### config.mk
export PLATFORM = sky130hd
export DESIGN_NAME = fifo_rd_stream_flat
export DESIGN_NICKNAME = d
export VERILOG_FILES = /design/src/rtl/fifo_pkg.sv /design/src/rtl/fifo_rd_stream_if.sv /design/src/rtl/fifo_buf3.sv /design/src/rtl/fifo_rd_stream.sv /design/src/flat_wrapper.sv
export SDC_FILE = /design/constraint.sdc
export NUM_CORES = 1
export LEC_CHECK = 0
export ABC_AREA = 1
export ABC_CLOCK_PERIOD_IN_PS = 2080
export CORE_ASPECT_RATIO = 0.9
export CORE_MARGIN = 2
export CORE_UTILIZATION = 55
export CTS_CLUSTER_DIAMETER = 150
export DETAILED_ROUTE_END_ITERATION = 12
export MAX_ROUTING_LAYER = met4
export PLACE_DENSITY = 0.87
export SETUP_SLACK_MARGIN = 0.1
export SYNTH_ARGS = -nofsm -noshare
export SYNTH_HDL_FRONTEND = slang
export SYNTH_SLANG_ARGS = --single-unit
### constraint.sdc
create_clock -name clk -period 2.08 [get_ports clk]
set_input_delay 0.416 -clock clk [delete_from_list [all_inputs] [get_ports clk]]
set_output_delay 0.416 -clock clk [all_outputs]
set_load 0.005 [all_outputs]
### src/rtl/fifo_pkg.sv
// Shared constants, types and index helpers for the FIFO read-side stream adapter.
package fifo_pkg;

    localparam int FIFO_BUF_DEPTH = 3;
    localparam int LEVEL_W        = 2;

    typedef logic [1:0]         buf_idx_t;
    typedef logic [LEVEL_W-1:0] level_t;

    typedef enum logic [1:0] {
        OCC_EMPTY   = 2'd0,
        OCC_PARTIAL = 2'd1,
        OCC_FULL    = 2'd2
    } occ_e;

    // Buffer indices wrap 2 -> 0; value 3 is never produced.
    function automatic buf_idx_t idx_inc(input buf_idx_t idx);
        buf_idx_t nxt;
        if (idx == 2'd2) begin
            nxt = 2'd0;
        end else begin
            nxt = idx + 2'd1;
        end
        return nxt;
    endfunction

    function automatic occ_e occ_of(input level_t lvl);
        occ_e occ;
        case (lvl)
            2'd0:    occ = OCC_EMPTY;
            2'd3:    occ = OCC_FULL;
            default: occ = OCC_PARTIAL;
        endcase
        return occ;
    endfunction

endpackage

### src/rtl/fifo_rd_stream_if.sv
// Valid/ready output stream carrying first-word-fall-through FIFO data.
interface fifo_rd_stream_if #(
    parameter int WIDTH = 8
);
    logic             m_valid;
    logic             m_ready;
    logic [WIDTH-1:0] m_data;

    modport master (
        output m_valid,
        output m_data,
        input  m_ready
    );

    modport slave (
        input  m_valid,
        input  m_data,
        output m_ready
    );
endinterface

### src/rtl/fifo_buf3.sv
// Three-entry register array: one synchronous write port, one asynchronous read port.
module fifo_buf3
    import fifo_pkg::*;
#(
    parameter int WIDTH = 8
) (
    input  logic             clk,
    input  logic             we_i,
    input  buf_idx_t         waddr_i,
    input  logic [WIDTH-1:0] wdata_i,
    input  buf_idx_t         raddr_i,
    output logic [WIDTH-1:0] rdata_o
);

    logic [WIDTH-1:0] mem_q [FIFO_BUF_DEPTH];

    // Entry storage; contents carry no reset because they are only read while valid.
    always_ff @(posedge clk) begin
        if (we_i) begin
            case (waddr_i)
                2'd0:    mem_q[0] <= wdata_i;
                2'd1:    mem_q[1] <= wdata_i;
                2'd2:    mem_q[2] <= wdata_i;
                default: ;
            endcase
        end
    end

    // Head word read-out.
    always_comb begin
        rdata_o = '0;
        case (raddr_i)
            2'd0:    rdata_o = mem_q[0];
            2'd1:    rdata_o = mem_q[1];
            2'd2:    rdata_o = mem_q[2];
            default: rdata_o = '0;
        endcase
    end

endmodule

### src/rtl/fifo_rd_stream.sv
// Converts the FIFO read-pointer pop interface and 1-cycle memory read into a
// first-word-fall-through valid/ready stream using a credit-managed 3-entry buffer.
module fifo_rd_stream
    import fifo_pkg::*;
#(
    parameter int WIDTH     = 8,
    parameter int BUF_DEPTH = FIFO_BUF_DEPTH
) (
    input  logic                     clk,
    input  logic                     arst,
    input  logic                     empty_i,
    input  logic                     pop_i,
    input  logic [WIDTH-1:0]         rd_data_i,
    output logic                     en_o,
    fifo_rd_stream_if.master         m_if,
    output level_t                   level_o,
    output logic                     ovf_err_o
);

    logic             inflight_q;
    level_t           level_q,  level_d;
    buf_idx_t         head_q,   head_d;
    buf_idx_t         tail_q,   tail_d;
    occ_e             occ_q,    occ_d;
    logic             m_valid_q;
    logic             ovf_err_q;

    logic             drain_s;
    logic             full_s;
    logic             ovf_s;
    logic             capture_s;
    logic [2:0]       credit_sum_s;
    logic [WIDTH-1:0] buf_rdata_s;
    logic             unused_empty_s;

    // The upstream stage already gates pop with empty, so the flag is informational here.
    assign unused_empty_s = empty_i;

    // Credit check uses registered terms only, so m_ready never reaches the pop request.
    assign credit_sum_s = {1'b0, level_q} + {2'b00, inflight_q};
    assign en_o         = ~arst & (credit_sum_s < BUF_DEPTH[2:0]);

    // Capture, drain and next-state pointer/level computation.
    always_comb begin
        drain_s   = m_valid_q & m_if.m_ready;
        full_s    = (occ_q == OCC_FULL);
        ovf_s     = inflight_q & full_s & ~drain_s;
        capture_s = inflight_q & ~ovf_s;

        case ({capture_s, drain_s})
            2'b10:   level_d = level_q + 2'd1;
            2'b01:   level_d = level_q - 2'd1;
            default: level_d = level_q;
        endcase

        if (drain_s) begin
            head_d = idx_inc(head_q);
        end else begin
            head_d = head_q;
        end

        if (capture_s) begin
            tail_d = idx_inc(tail_q);
        end else begin
            tail_d = tail_q;
        end

        occ_d = occ_of(level_d);
    end

    // Occupancy FSM with registered stream outputs and sticky overflow flag.
    always_ff @(posedge clk) begin
        if (arst) begin
            inflight_q <= 1'b0;
            level_q    <= 2'd0;
            head_q     <= 2'd0;
            tail_q     <= 2'd0;
            occ_q      <= OCC_EMPTY;
            m_valid_q  <= 1'b0;
            ovf_err_q  <= 1'b0;
        end else begin
            inflight_q <= pop_i;
            level_q    <= level_d;
            head_q     <= head_d;
            tail_q     <= tail_d;
            occ_q      <= occ_d;
            m_valid_q  <= (occ_d != OCC_EMPTY);
            ovf_err_q  <= ovf_err_q | ovf_s;
        end
    end

    fifo_buf3 #(
        .WIDTH   (WIDTH)
    ) u_buf (
        .clk     (clk),
        .we_i    (capture_s & ~arst),
        .waddr_i (tail_q),
        .wdata_i (rd_data_i),
        .raddr_i (head_q),
        .rdata_o (buf_rdata_s)
    );

    assign m_if.m_valid = m_valid_q;
    assign m_if.m_data  = buf_rdata_s;
    assign level_o      = level_q;
    assign ovf_err_o    = ovf_err_q;

endmodule

### src/flat_wrapper.sv
// flat-port wrapper written by rule: the top's interface ports become plain ports
module fifo_rd_stream_flat import fifo_pkg::*;
#(
    parameter int WIDTH     = 8,
    parameter int BUF_DEPTH = FIFO_BUF_DEPTH
)
  (clk, arst, empty_i, pop_i, rd_data_i, en_o, level_o, ovf_err_o, m_if_m_valid, m_if_m_data, m_if_m_ready);
  fifo_rd_stream_if #(.WIDTH(WIDTH)) m_if_i ();
  input  logic clk;
  input  logic arst;
  input  logic empty_i;
  input  logic pop_i;
  input  logic [WIDTH-1:0] rd_data_i;
  output logic en_o;
  output level_t level_o;
  output logic ovf_err_o;
  output wire logic [$bits(m_if_i.m_valid)-1:0] m_if_m_valid;
  output wire logic [$bits(m_if_i.m_data)-1:0] m_if_m_data;
  input wire logic [$bits(m_if_i.m_ready)-1:0] m_if_m_ready;
  assign m_if_m_valid = m_if_i.m_valid;
  assign m_if_m_data = m_if_i.m_data;
  assign m_if_i.m_ready = m_if_m_ready;
  fifo_rd_stream #(.WIDTH(WIDTH), .BUF_DEPTH(BUF_DEPTH)) u_core (.clk(clk), .arst(arst), .empty_i(empty_i), .pop_i(pop_i), .rd_data_i(rd_data_i), .en_o(en_o), .m_if(m_if_i), .level_o(level_o), .ovf_err_o(ovf_err_o));
endmodule
* Yosys cells after proc, flatten, opt, wreduce, memory -nomap -nowiden
Memories as Yosys holds them, arrays and structs flattened.
Cells that the tools add are included.
** Storage, ports and cells
- Flip-flop bits (word level) :: 11
- Memory bits (writable) :: 24
- Input port bits :: 13
- Output and inout port bits :: 13
- Logic and storage cells :: 58
- Memories kept :: 1
** Memories
- u_core.u_buf.mem_q :: words 3, width 8, rd ports 3, clocked after memory_dff 0, wr ports 1, RTL line fifo_buf3.sv:15 : logic [WIDTH-1:0] mem_q [FIFO_BUF_DEPTH];
** Cells by class
- Add/subtract/negate cells :: 5
- Magnitude comparators :: 1
- Eq/ne operators :: 8
- Muxes and demuxes :: 20
- Bitwise gates (word level) :: 10
- Reduce and logical (&&, ||, !) cells :: 6
** Operators with widths (count)
- case mux 8 bit (3 select lines) :: 1
- two-way mux 8 bit :: 2
- OR reduction 8 bit :: 2
- two-way mux 1 bit :: 11
- equality test 2 bit (second input constant) :: 5
- two-way mux 2 bit :: 4
- case mux 2 bit (2 select lines) :: 2
- adder 2 x 1 -> 2 bit (second input constant) :: 3
- bitwise AND 1 bit :: 6
- equality test 2 x 1 -> 1 bit (second input constant) :: 3
- logical NOT 2 bit :: 3
- adder 2 x 1 -> 3 bit :: 1
- < comparator 3 x 2 -> 1 bit (second input constant) :: 1
- NOT 1 bit :: 3
- nonzero test 2 bit :: 1
- subtractor 2 x 1 -> 2 bit (second input constant) :: 1
- bitwise OR 1 bit :: 1

* Depth between registers and ports, before layout
- Depth in word-level cells :: 11
- Mapped depth :: 11
- Depth with buffers taken out :: 11

* Hierarchy
From an unflattened synthesis, not the netlist that was laid out.
** Unflattened totals
- Cells, all modules :: 136
- Area total of the unflattened synthesis :: 1463.9 um^2
** Modules (own cells, without submodules)
- fifo_buf3 :: times used 1, cells each 66, area an instance 930.9 um^2, sequential area each 720.7 um^2
- fifo_rd_stream :: times used 1, cells each 70, area an instance 533.0 um^2, sequential area each 220.2 um^2

* Worst setup path after synthesis
No wires, ideal clock.
- Path kind :: input -> register
- Start :: in arst
- End :: mem u_core.u_buf.mem_q[2][0] (netlist: u_core.u_buf.mem_q[0][16]) (enable)
- Setup time :: 0.370 ns
- Arrival :: 1.172 ns
- Required time :: 1.710 ns
- Setup slack :: 0.537 ns
- Stages :: 4
- Buffers on the path :: 1
- Cells stage by stage :: buf_2 inv_1 nand3_1 nor2_1
** On the way
- Word-level cells in the longest chain between the ends :: 7
- Elaborated cells between the ends (all ways) :: 14
- Classes of those cells :: 10 x mux; 2 x bitwise; 2 x reduce/logical
** Ends and longest elaborated chain
- start: declaration :: RTL line flat_wrapper.sv:10 : input logic arst;
- NOT 1 bit * :: RTL line fifo_rd_stream.sv:96 : .we_i (capture_s & ~arst),
- bitwise AND 1 bit * :: RTL line fifo_rd_stream.sv:96
- two-way mux 1 bit :: RTL line fifo_buf3.sv:19 : if (we_i) begin
- two-way mux 1 bit (implied by the code) :: RTL line fifo_buf3.sv:22 : 2'd1: mem_q[1] <= wdata_i;
- OR reduction 8 bit (no source line)
- two-way mux 2 bit (no source line) or two-way mux 1 bit (tied branches) (2 in series)
- end: declaration :: RTL line fifo_buf3.sv:15
Mark *: on every way between the ends. The rest lies on a longest branch, timed or not.

* Worst setup path in the final report
- Start :: reg u_core.level_q[0] (netlist: u_core.level_o[0])
- End :: out en_o
** On the way
- Word-level cells in the longest chain between the ends :: 3
** Ends and longest elaborated chain
- start: declaration :: RTL line fifo_rd_stream.sv:21 : level_t level_q, level_d;
- start signal: assignment :: RTL line fifo_rd_stream.sv:83 : level_q <= level_d;
- adder 2 x 1 -> 3 bit :: RTL line fifo_rd_stream.sv:40 : assign credit_sum_s = {1'b0, level_q} + {2'b00, inflight_q};
- < comparator 3 x 2 -> 1 bit :: RTL line fifo_rd_stream.sv:41 : assign en_o = ~arst & (credit_sum_s < BUF_DEPTH[2:0]);
- bitwise AND 1 bit :: RTL line fifo_rd_stream.sv:41
- end: declaration :: RTL line flat_wrapper.sv:14 : output logic en_o;
Every way passes these cells.

==> parameters.txt <==
Parameter                              Value

Layout
  Area overhead of the layout relative to synthesis ... 39.74%
  Post-layout nets ... about 220
  Cell area after layout ... between 2000 and 2500 sq um
  Share of layout cells above drive strength 1 ... 30.35%
  Final cell utilization of the core ... about four fifths
  Antenna diode instance count ... 0

Setup path
  Highest cell delay on the worst timing path ... ~0.33 ns
  Kind of end point of the critical path ... output port
  CP Data Arrival Time ... approximately 1.6 ns
  Critical Path, Cell by Cell ... ha_1 > ha_4 > a21oi_2 > nand2_1 > inv_1 > dlygate4sd2_1
  Required @ worst endpoint ... 1.66 ns
  Kind of start point of the critical path ... flop
  Highest fanout seen on the critical path ... 2
  Top delay family on crit path ... adder cells
  Type of the worst setup path ... reg -> out
  Slowest cell on the critical path ... sky130_fd_sc_hd__dfxtp_2
  WP buf/inv ... 2

Clocking
  Number of buffers between clock root and the deepest sink ... 2
  CTS hold repair buffers ... 0
  Clock tree from TritonCTS ... yes
  Number of buffers created by CTS ... 5
  Clk Tree Root Cell ... sky130_fd_sc_hd__clkbuf_4
  Sinks on Clock Net ... 35
  Source-to-sink clock delay at the later pin of the worst-skew pair ... ~0.33 ns
  Clock input transition at the sequential cells of the worst setup and hold paths ... about 0.10 ns
  Number of levels the H-tree was split into ... 2

Synthesis
  Per-instance average area after synthesis ... ~10 sq um
  Most frequent cells after synthesis ... sky130_fd_sc_hd__nand2_1, sky130_fd_sc_hd__edfxtp_1, sky130_fd_sc_hd__inv_1, sky130_fd_sc_hd__nand3_1, sky130_fd_sc_hd__dfxtp_1
  Cell variety after synth ... 17
  Share of the yosys chip area belonging to registers ... ~65%
  Post-synthesis sequential element count ... 35
  Number of cells produced by synthesis ... between 100 and 150
  Syn nets ... between 150 and 200
  Area share of the leading cell type in the synthesized netlist ... approximately half
  Yosys top cell by area ... sky130_fd_sc_hd__edfxtp_1
  Most common cell in the synthesized netlist ... sky130_fd_sc_hd__nand2_1
  YS warnings ... 0
  Most area-consuming cells after synthesis ... sky130_fd_sc_hd__edfxtp_1, sky130_fd_sc_hd__dfxtp_1, sky130_fd_sc_hd__nand2_1
  Most used flip-flop cell after synthesis ... sky130_fd_sc_hd__edfxtp_1
  Post-synth ARST share ... 0%
  Count of flip-flops with a built-in enable after synthesis ... 24
  Mapped cell area ... roughly 1500 sq um

Drt
  Average vias per placed instance ... between 5 and 6
  Vias after detailed routing ... 1192
  Number of optimization iterations in the first detailed-route pass ... 4
  WL final ... 3531 um
  Number of DRC markers after the initial detailed-route iteration ... 38
  Final routed DRC violation total ... 0
  Detail Route Antenna Nets ... 0
  Wire length per cell ... ~15 um

Placement
  Placement-stage cell area ... roughly 1800 sq um
  Port-buffer cells ... 24
  Final Wtd Congestion ... 0.7899
  Detailed placement HPWL ... about 2100 um
  Setup slack after placement ... about 0.021 ns

STA
  Final-report max-slew violation count ... 0
  Final critical-path setup slack ... ~0.11 ns
  Final TNS setup ... 0 ns
  Worst-case headroom to the max-slew limit ... 73.40%
  Highest achievable clock rate ... 506.4 MHz
  Setup repair after global routing missed its margin ... true
  Final-report hold violation count ... 0
  Final min period ... about 2 ns
  Final setup fails ... 0
  Post-route clock period utilization ... a little over nine tenths
  Setup skew after layout ... approximately 0.0041 ns
  Worst Tran Pin Value ... between 0.3 and 0.4 ns

Floorplan
  DIE AREA ... 3079 sq um
  Number of rows created at floorplan ... 17
  Horizontal extent of the die ... about 58 um
  Starting density of the core ... about three fifths
  Chip Height ... 52.84 um
  I/O pin cnt ... 26
  Core region area ... 2489 sq um

Global routing
  Global route total overflow ... 0
  Pin count of the biggest net entering global routing ... 11
  Wire length of the first global-routing pass ... 5285 um
  Number of antenna violations at the first check in global routing ... 0
  Number of global-route vias before repair ... approximately 1100
  Total routing usage reported by global routing ... around a quarter

Status
  Outcome ... complete, no violations

Power
  VDD IR-drop max ... about 630 uV
  P_leak ... 0.9304 nW
  Sum of internal, switching and leakage power ... about 1.6 mW
  Areal power density over the cells ... between 700 and 800 nW/um^2

Run
  Max capacitance violation total ... 0

Min path
  Path category of the worst min-delay check ... reg -> reg
## worst min-delay path: cells and delay by family (launching register included)
family                 cells  cell delay (ns)
buffers and inverters      1             0.05
AOI/OAI and AO/OA          1             0.06
DFF                        1             0.33
## area by class of cell
class	instances	area (sq um)
repair buffers	52	440.4
inverters	18	70.07
well taps	28	35.03
clock buffers	8	68.82
multi-input cells	88	471.7
flip-flops and latches	35	950.9
fillers	139	451.7
## cells by family (layout without fill, tap and decap cells)
family / after synthesis / in the layout / synth area share, %
AO/OA/AOI/OAI: 6 / 6 / 2.060
flip-flops: 35 / 35 / 64.55
AND/OR/NAND/NOR: 77 / 78 / 24.98
adder cells (fa/ha/maj): 4 / 4 / 3.434
buffers and inverters: 19 / 78 / 4.979
## layer usage
layer  GRT usage, %  routed length [um]  vias to the layer above
li1               -                   -                      575
met5              -                   0                        -
met1          29.76                1391                      574
met2          42.88                1865                       37
met4          8.527                  53                        0
met3          7.160                 220                        6
## repair_timing
action	4_1_cts	5_1_grt
pin swaps	3	1
hold endpoints to repair	0	0
endpoints found under the setup margin	9	6
gates cloned	1	0
gates resized for setup	14	10
setup buffers	11	9
## per-stage QoR
step           hold slack [ns]  cells
6_report                0.4782    229
5_1_grt                 0.4973    229
4_1_cts                 0.4827    220
3_5_place_dp            0.4639    200
3_3_place_gp            0.4407    200
2_1_floorplan           0.4466    141
## power by group
part	internal (mW)	switching [mW]
combinational	0.207	0.192
sequential	0.776	0.0296
clock	0.199	0.212
## cells in the final DEF (no fill, tap or decap)
cell type                          n
sky130_fd_sc_hd__a21oi_2           1
sky130_fd_sc_hd__edfxtp_1         24
sky130_fd_sc_hd__dlymetal6s2s_1    2
sky130_fd_sc_hd__a21oi_1           3
sky130_fd_sc_hd__clkdlybuf4s15_1   1
sky130_fd_sc_hd__clkbuf_2          2
sky130_fd_sc_hd__o21ai_1           2
sky130_fd_sc_hd__ha_1              3
sky130_fd_sc_hd__buf_4            28
sky130_fd_sc_hd__nor2_1            9
sky130_fd_sc_hd__clkbuf_4          5
sky130_fd_sc_hd__dfxtp_1           7
sky130_fd_sc_hd__clkdlybuf4s50_1  15
sky130_fd_sc_hd__nand2_2           4
sky130_fd_sc_hd__clkbuf_1          1
sky130_fd_sc_hd__nor2_2            2
sky130_fd_sc_hd__nand3_2           2
sky130_fd_sc_hd__inv_2             4
sky130_fd_sc_hd__dlygate4sd2_1     4
sky130_fd_sc_hd__inv_4             1
sky130_fd_sc_hd__nand4_2           1
sky130_fd_sc_hd__nor2_4            3
sky130_fd_sc_hd__dfxtp_4           2
sky130_fd_sc_hd__inv_1            13
sky130_fd_sc_hd__clkbuf_8          2
sky130_fd_sc_hd__ha_4              1
sky130_fd_sc_hd__nand2_1          43
sky130_fd_sc_hd__dfxtp_2           2
sky130_fd_sc_hd__nand3_1          13
sky130_fd_sc_hd__nand2_4           1
## registers in the layout, indices dropped and copies added (netlist names)
signal               cells
u_core.u_buf.mem_q      24
u_core.head_q            2
u_core.level_o           2
u_core.occ_q             2
u_core.tail_q            2
u_core.inflight_q        1
u_core.m_if.m_valid      1
u_core.ovf_err_o         1
## final timing paths
path / startpoint / to / slack [ns] / depth (start not counted)
hold / removal: u_core.ovf_err_o / u_core.ovf_err_o / 0.48 / 2
setup / recovery: u_core.level_o[0] / en_o / 0.11 / 6
setup reg to reg: u_core.m_if.m_valid / u_core.u_buf.mem_q[0][11] / 0.51 / 6
hold reg to reg: u_core.ovf_err_o / u_core.ovf_err_o / 0.48 / 2
No activity file was read; power rests on OpenSTA's default activity.
==> RTL change 1: new RTL, same flow settings <==
`WIDTH` is set to 8 in 4 places; all go to 12.
--- a/src/rtl/fifo_rd_stream_if.sv
+++ b/src/rtl/fifo_rd_stream_if.sv
@@ -2,3 +2,3 @@
 interface fifo_rd_stream_if #(
-    parameter int WIDTH = 8
+    parameter int WIDTH = 12
 );
--- a/src/rtl/fifo_buf3.sv
+++ b/src/rtl/fifo_buf3.sv
@@ -4,3 +4,3 @@
 #(
-    parameter int WIDTH = 8
+    parameter int WIDTH = 12
 ) (
--- a/src/rtl/fifo_rd_stream.sv
+++ b/src/rtl/fifo_rd_stream.sv
@@ -5,3 +5,3 @@
 #(
-    parameter int WIDTH     = 8,
+    parameter int WIDTH     = 12,
     parameter int BUF_DEPTH = FIFO_BUF_DEPTH
--- a/src/flat_wrapper.sv
+++ b/src/flat_wrapper.sv
@@ -3,3 +3,3 @@
 #(
-    parameter int WIDTH     = 8,
+    parameter int WIDTH     = 12,
     parameter int BUF_DEPTH = FIFO_BUF_DEPTH
Ports: changed (resized m_if_m_data and rd_data_i); port bits go from 26 to 34. No check against the original RTL was run, so the function may have changed too.
==> RTL change 1 against the original RTL <==
Maximum frequency is 0.15% lower; sequential cell count is 12 higher; total power is 29% higher; count of clock-buffer cells in the layout is 3 lower; clock power is 62% higher; design area is 22% higher; synthesized cell count is 18% higher; core utilization is 6.6 points lower; critical endpoint is now m_if_m_data[2]; wire length is 4.0% higher; worst setup slack worse by 0.0030 ns; sequential share of layout area is 6.0 points higher; area after synthesis is 27% higher.
==> RTL change 1: results (changes against the original RTL) <==
| Metric | Value |
|---|---|
| Detailed placement HPWL | 2340 microns (+12%) |
| EDFF count, synth | 36 (+50%) |
| IO Port Bufs | 32 (+33%) |
| CP max stage cell | clkdlybuf4s50_1 |
| Via count | 1,360 (+14%) |
| Detailed Route WL | 3670 microns (+4.0%) |
| Largest net degree at the start of global routing | 17 (+6) |
| Initial antenna violation count | 0 (unchanged) |
| Final nets | 243 (+12%) |
| Clock sinks | 47 (+34%) |
| Crit Path Max Fanout | 6 (+4) |
| GPL Wtd Cong | 0.760 (-3.8%) |
| Iter 0 DRT Violations | 50 (+32%) |
| Dpl cell area | 2280 sq um (+27%) |
| Synth top area cells | edfxtp_1 (58%), dfxtp_1 (12%), nand2_1 (10%), nand3_1 (4.8%), ha_1 (2.7%) |
| Max reg flops | 36 (+50%) |
| Reg2reg path depth | 5 (-1) |
| Global-route wire length before repair | 5830 microns (+10%) |
| CP top delay family | buffers and inverters |
| Clock skew | 0.00500 ns (+0.000899 ns) |
| Vias in the first global route | 1,329 (+16%) |
| Slew headroom | 0.860 (+0.126) |
| Post-synthesis sequential area ratio | 0.700 (+0.0548) |
| Leakage | 0.00101 uW (+8.3%) |
| Diodes inserted | 0 (unchanged) |
| Maximum vdd drop | 0.563 mV (-11%) |
| Worst-path clk slew | 0.08 ns (-0.02 ns) |
| Top cells by count, synth | nand2_1 (50), edfxtp_1 (36), nand3_1 (18) |
| Root buffer cell | clkbuf_8 |
| YS warnings | 0 (unchanged) |
| Mapped Nets | 188 (+19%) |
| Status | completed |
| Later-pin clock latency in the skew report | 0.30 ns (-0.03 ns) |
| Share of layout cells above drive strength 1 | 0.220 (-0.0838) |
| Distinct cell type count after synthesis | 19 (+2) |
| Gr usage total | 0.216 (-0.0392) |
| Synth Flop Type | edfxtp_1 |
| H-tree levels | 2 (unchanged) |
| CP peak stage delay | 0.49 ns (+0.16 ns) |
-- RTL change 1: logic make-up after synthesis --
family	Yosys count	share of synthesized area
buffers and inverters	20	0.0478
and+or+nand+nor	88	0.201
adders and majority gates	4	0.0269
AOI/OAI and AO/OA	8	0.0236
DFF	47	0.700
-- RTL change 1: power breakdown --
part           internal [uW]  switching (uW)
combinational            180             176
sequential              1040            23.9
clock                    364             304
total                   1590             503
-- RTL change 1: worst min-delay path, cell delays in order, from the launching register on --
cell	delay, ns
dfxtp_1	0.32
inv_1	0.05
a21oi_1	0.05
-- RTL change 1: metal layers --
layer,wire length (microns),up-vias,part of all wire,track usage
met5,0,-,0,-
met4,87,0,0.024,0.119
met3,191,11,0.052,0.0513
met2,2000,36,0.54,0.362
met1,1390,647,0.38,0.242
li1,-,666,-,-
-- RTL change 1: metrics by stage --
stage	instances	setup WS, ns
final	267	0.102
after global routing	267	0.0214
after CTS	266	0.0798
after detailed placement	248	0.0968
after global placement	248	0.102
after floorplan	167	0.365
-- RTL change 1: layout make-up --
class / count / area, sq um
flip-flops and latches: 47 / 1310
repair inverters: 1 / 7.51
inverters: 16 / 66.3
well taps: 44 / 55.1
repair buffers: 51 / 445
clock buffers: 5 / 68.8
clock inverters: 3 / 47.5
multi-input cells: 100 / 485
fillers: 215 / 817
-- RTL change 1: timing repair --
action                                 4_1_cts  5_1_grt
gates resized for setup                     23        9
cloned                                       2        0
setup buffers                                8        1
setup endpoints to repair                   13        7
endpoints found under the hold margin        0        0
pin swaps                                    0        1
-- RTL change 1: worst paths after layout --
path / slack [ns] / startpoint / to
max reg2reg: 0.59 / u_core.inflight_q / u_core.u_buf.mem_q[0][33]
min reg2reg: 0.46 / u_core.ovf_err_o / u_core.ovf_err_o
max: 0.10 / u_core.head_q[1] / m_if_m_data[2]
min: 0.46 / u_core.ovf_err_o / u_core.ovf_err_o
==> RTL change 2: new RTL, same flow settings <==
Without the edit above. Put one more register stage on the output `level_o`. The value now appears one clock later. The other outputs are not delayed to match.
--- a/src/rtl/fifo_rd_stream.sv
+++ b/src/rtl/fifo_rd_stream.sv
@@ -104,3 +104,5 @@
     assign m_if.m_data  = buf_rdata_s;
-    assign level_o      = level_q;
+    always_ff @(posedge clk) begin
+        level_o <= level_q;
+    end
     assign ovf_err_o    = ovf_err_q;
Behaviour: not the same (a bounded check fails within 4 cycles, from zero or initial values and one cycle with arst high).
==> RTL change 2 against the original RTL <==
Clock skew is 0.0083 ns higher; wire length down 8.3%; total power shrank 4.7%; area after synthesis rose by 2.7%; cell count is 4.8% lower; design area fell by 3.3%; global-route usage down 3.4 points; sequential cell count up 2; largest cell class unchanged; register-to-register slack improved by 0.03 ns; worst setup slack improved by 0.015 ns.
==> RTL change 2: results (changes against the original RTL) <==
| Metric | Value |
|---|---|
| H-tree levels | 2 (unchanged) |
| Fillers | 169 (+22%) |
| Post-synthesis sequential area ratio | 0.655 (+0.00948) |
| Vias in the first global route | 1,044 (-8.7%) |
| Avg WL per Cell | 14.9 microns (-3.6%) |
| Diodes inserted | 0 (unchanged) |
| Global-route wire length before repair | 4650 microns (-12%) |
| Die area | 3160 sq um (+2.5%) |
| Mux cell area share after synthesis | 0 (unchanged) |
| Num CTS Buffers | 5 (unchanged) |
| Iter 0 DRT Violations | 25 (-34%) |
| Clock skew | 0.0124 ns (+0.00831 ns) |
| Post-synthesis adder-cell area fraction | 0.0334 (-0.000918) |
| Worst-path clk slew | 0.11 ns |
| Async set or reset register ratio after synthesis | 0 (unchanged) |
| Later-pin clock latency in the skew report | 0.34 ns |
| Distinct cell type count after synthesis | 17 (unchanged) |
| Worst hold-check path type | flop to flop |
| Crit path from | u_core.level_q[0] |
| Slew headroom | 0.744 (+0.0104) |
| GPL Wtd Cong | 0.769 (-2.6%) |
| Status | completed |
| DR pass1 iterations | 4 (unchanged) |
| Clk buf depth | 2 (unchanged) |
| Xor and xnor area share after synthesis | 0 (unchanged) |
| Synth Flop Type | edfxtp_1 |
| Synth top area cells | edfxtp_1 (48%), dfxtp_1 (17%), nand2_1 (11%), nand3_1 (4.3%), ha_1 (3.3%) |
| Worst R2R Start | u_core.m_if.m_valid |
| Power Internal | 1120 uW (-5.6%) |
| Mapped Nets | 160 (+1.3%) |
| Crit path DAT | 1.54 ns (-0.02 ns) |
| Hold Startpoint | u_core.level_q[1] |
| Share of layout cells above drive strength 1 | 0.237 (-0.0666) |
| Detailed placement HPWL | 2110 microns (+1.0%) |
| Top reg by flops | u_core.u_buf.mem_q |
| Root buffer cell | clkbuf_4 |
| Gr usage total | 0.221 (-0.0343) |
| CP peak stage delay | 0.34 ns |
| Leakage | 0.000900 uW (-3.3%) |
| Initial antenna violation count | 0 (unchanged) |
| Via count | 1,122 (-5.9%) |
| IO Port Bufs | 24 (unchanged) |
| Top cells by count, synth | nand2_1 (43), edfxtp_1 (24), dfxtp_1 (13), inv_1 (13), nand3_1 (13) |
| Final nets | 206 (-5.1%) |
| EDFF count, synth | 24 (unchanged) |
| Largest net degree at the start of global routing | 12 (+1) |
| Max reg flops | 24 (unchanged) |
| CP max stage cell | dfxtp_2 |
| YS warnings | 0 (unchanged) |
| Crit Path Max Fanout | 2 (unchanged) |
| Compound-Gate Fraction of Synth Area | 0.0201 (-0.000551) |
| Maximum vdd drop | 0.507 mV (-20%) |
==> RTL change 2: layout make-up <==
type,instances,area share
multi-input cells,89,0.239
well taps,28,0.0178
flip-flops and latches,37,0.503
clock inverters,1,0.00191
repair buffers,38,0.178
clock buffers,7,0.0229
inverters,18,0.0381
==> RTL change 2: worst paths after layout <==
kind	to	depth (start not counted)	slack [ns]
max	en_o	6	0.12
min reg2reg	u_core.level_o[1]	0	0.45
min	u_core.level_o[1]	0	0.45
max reg2reg	u_core.u_buf.mem_q[0][14]	6	0.54
==> RTL change 2: cell families (layout without fill, tap and decap cells) <==
group | count (synthesis) | count (layout)
AOI/OAI and AO/OA | 6 | 6
and+or+nand+nor | 77 | 79
buffers and inverters | 19 | 64
DFF | 37 | 37
adders and majority gates | 4 | 4
==> RTL change 2: critical path, delay by kind of cell (launching register included) <==
kind / cells / cell delay (ns)
AOI/OAI and AO/OA: 1 / 0.15
adders and majority gates: 2 / 0.49
buffers and inverters: 2 / 0.16
DFF: 1 / 0.34
and+or+nand+nor: 1 / 0.06
==> RTL change 2: what timing repair did <==
action	in CTS	in global routing
gates resized for setup	12	12
endpoints found under the setup margin	9	7
hold buffers	0	0
endpoints found under the hold margin	0	0
setup buffers	2	6
gates cloned	2	0
pin swaps	3	3
==> RTL change 2: metrics by stage <==
step | power [uW] | std cells | setup WS [ns] | hold WS, ns | cell area, sq um
after floorplan | 1020 | 143 | 0.537 | 0.380 | 1500
after global placement | 1150 | 200 | 0.122 | 0.399 | 1810
after detailed placement | 1170 | 200 | 0.0772 | 0.418 | 1810
after CTS | 1520 | 212 | 0.0184 | 0.438 | 1900
after global routing | 1610 | 218 | 0.0635 | 0.458 | 1970
final | 1540 | 218 | 0.120 | 0.449 | 1970
==> RTL change 2: power by group through the flow <==
stage | combinational [uW] | clock, uW | sequential [uW]
global placement | 288 | 0 | 857
CTS | 315 | 353 | 852
floorplan | 156 | 0 | 861
detailed placement | 305 | 0 | 862
finish | 339 | 349 | 851
global route | 371 | 388 | 853
==> RTL change 2: per-layer routing <==
metal | wire, microns | vias up | GRT usage
met2 | 1790 | 31 | 0.404
met4 | 46 | 0 | 0.0682
met1 | 1260 | 526 | 0.223
met3 | 145 | 7 | 0.0758
li1 | - | 558 | -
met5 | 0 | - | -
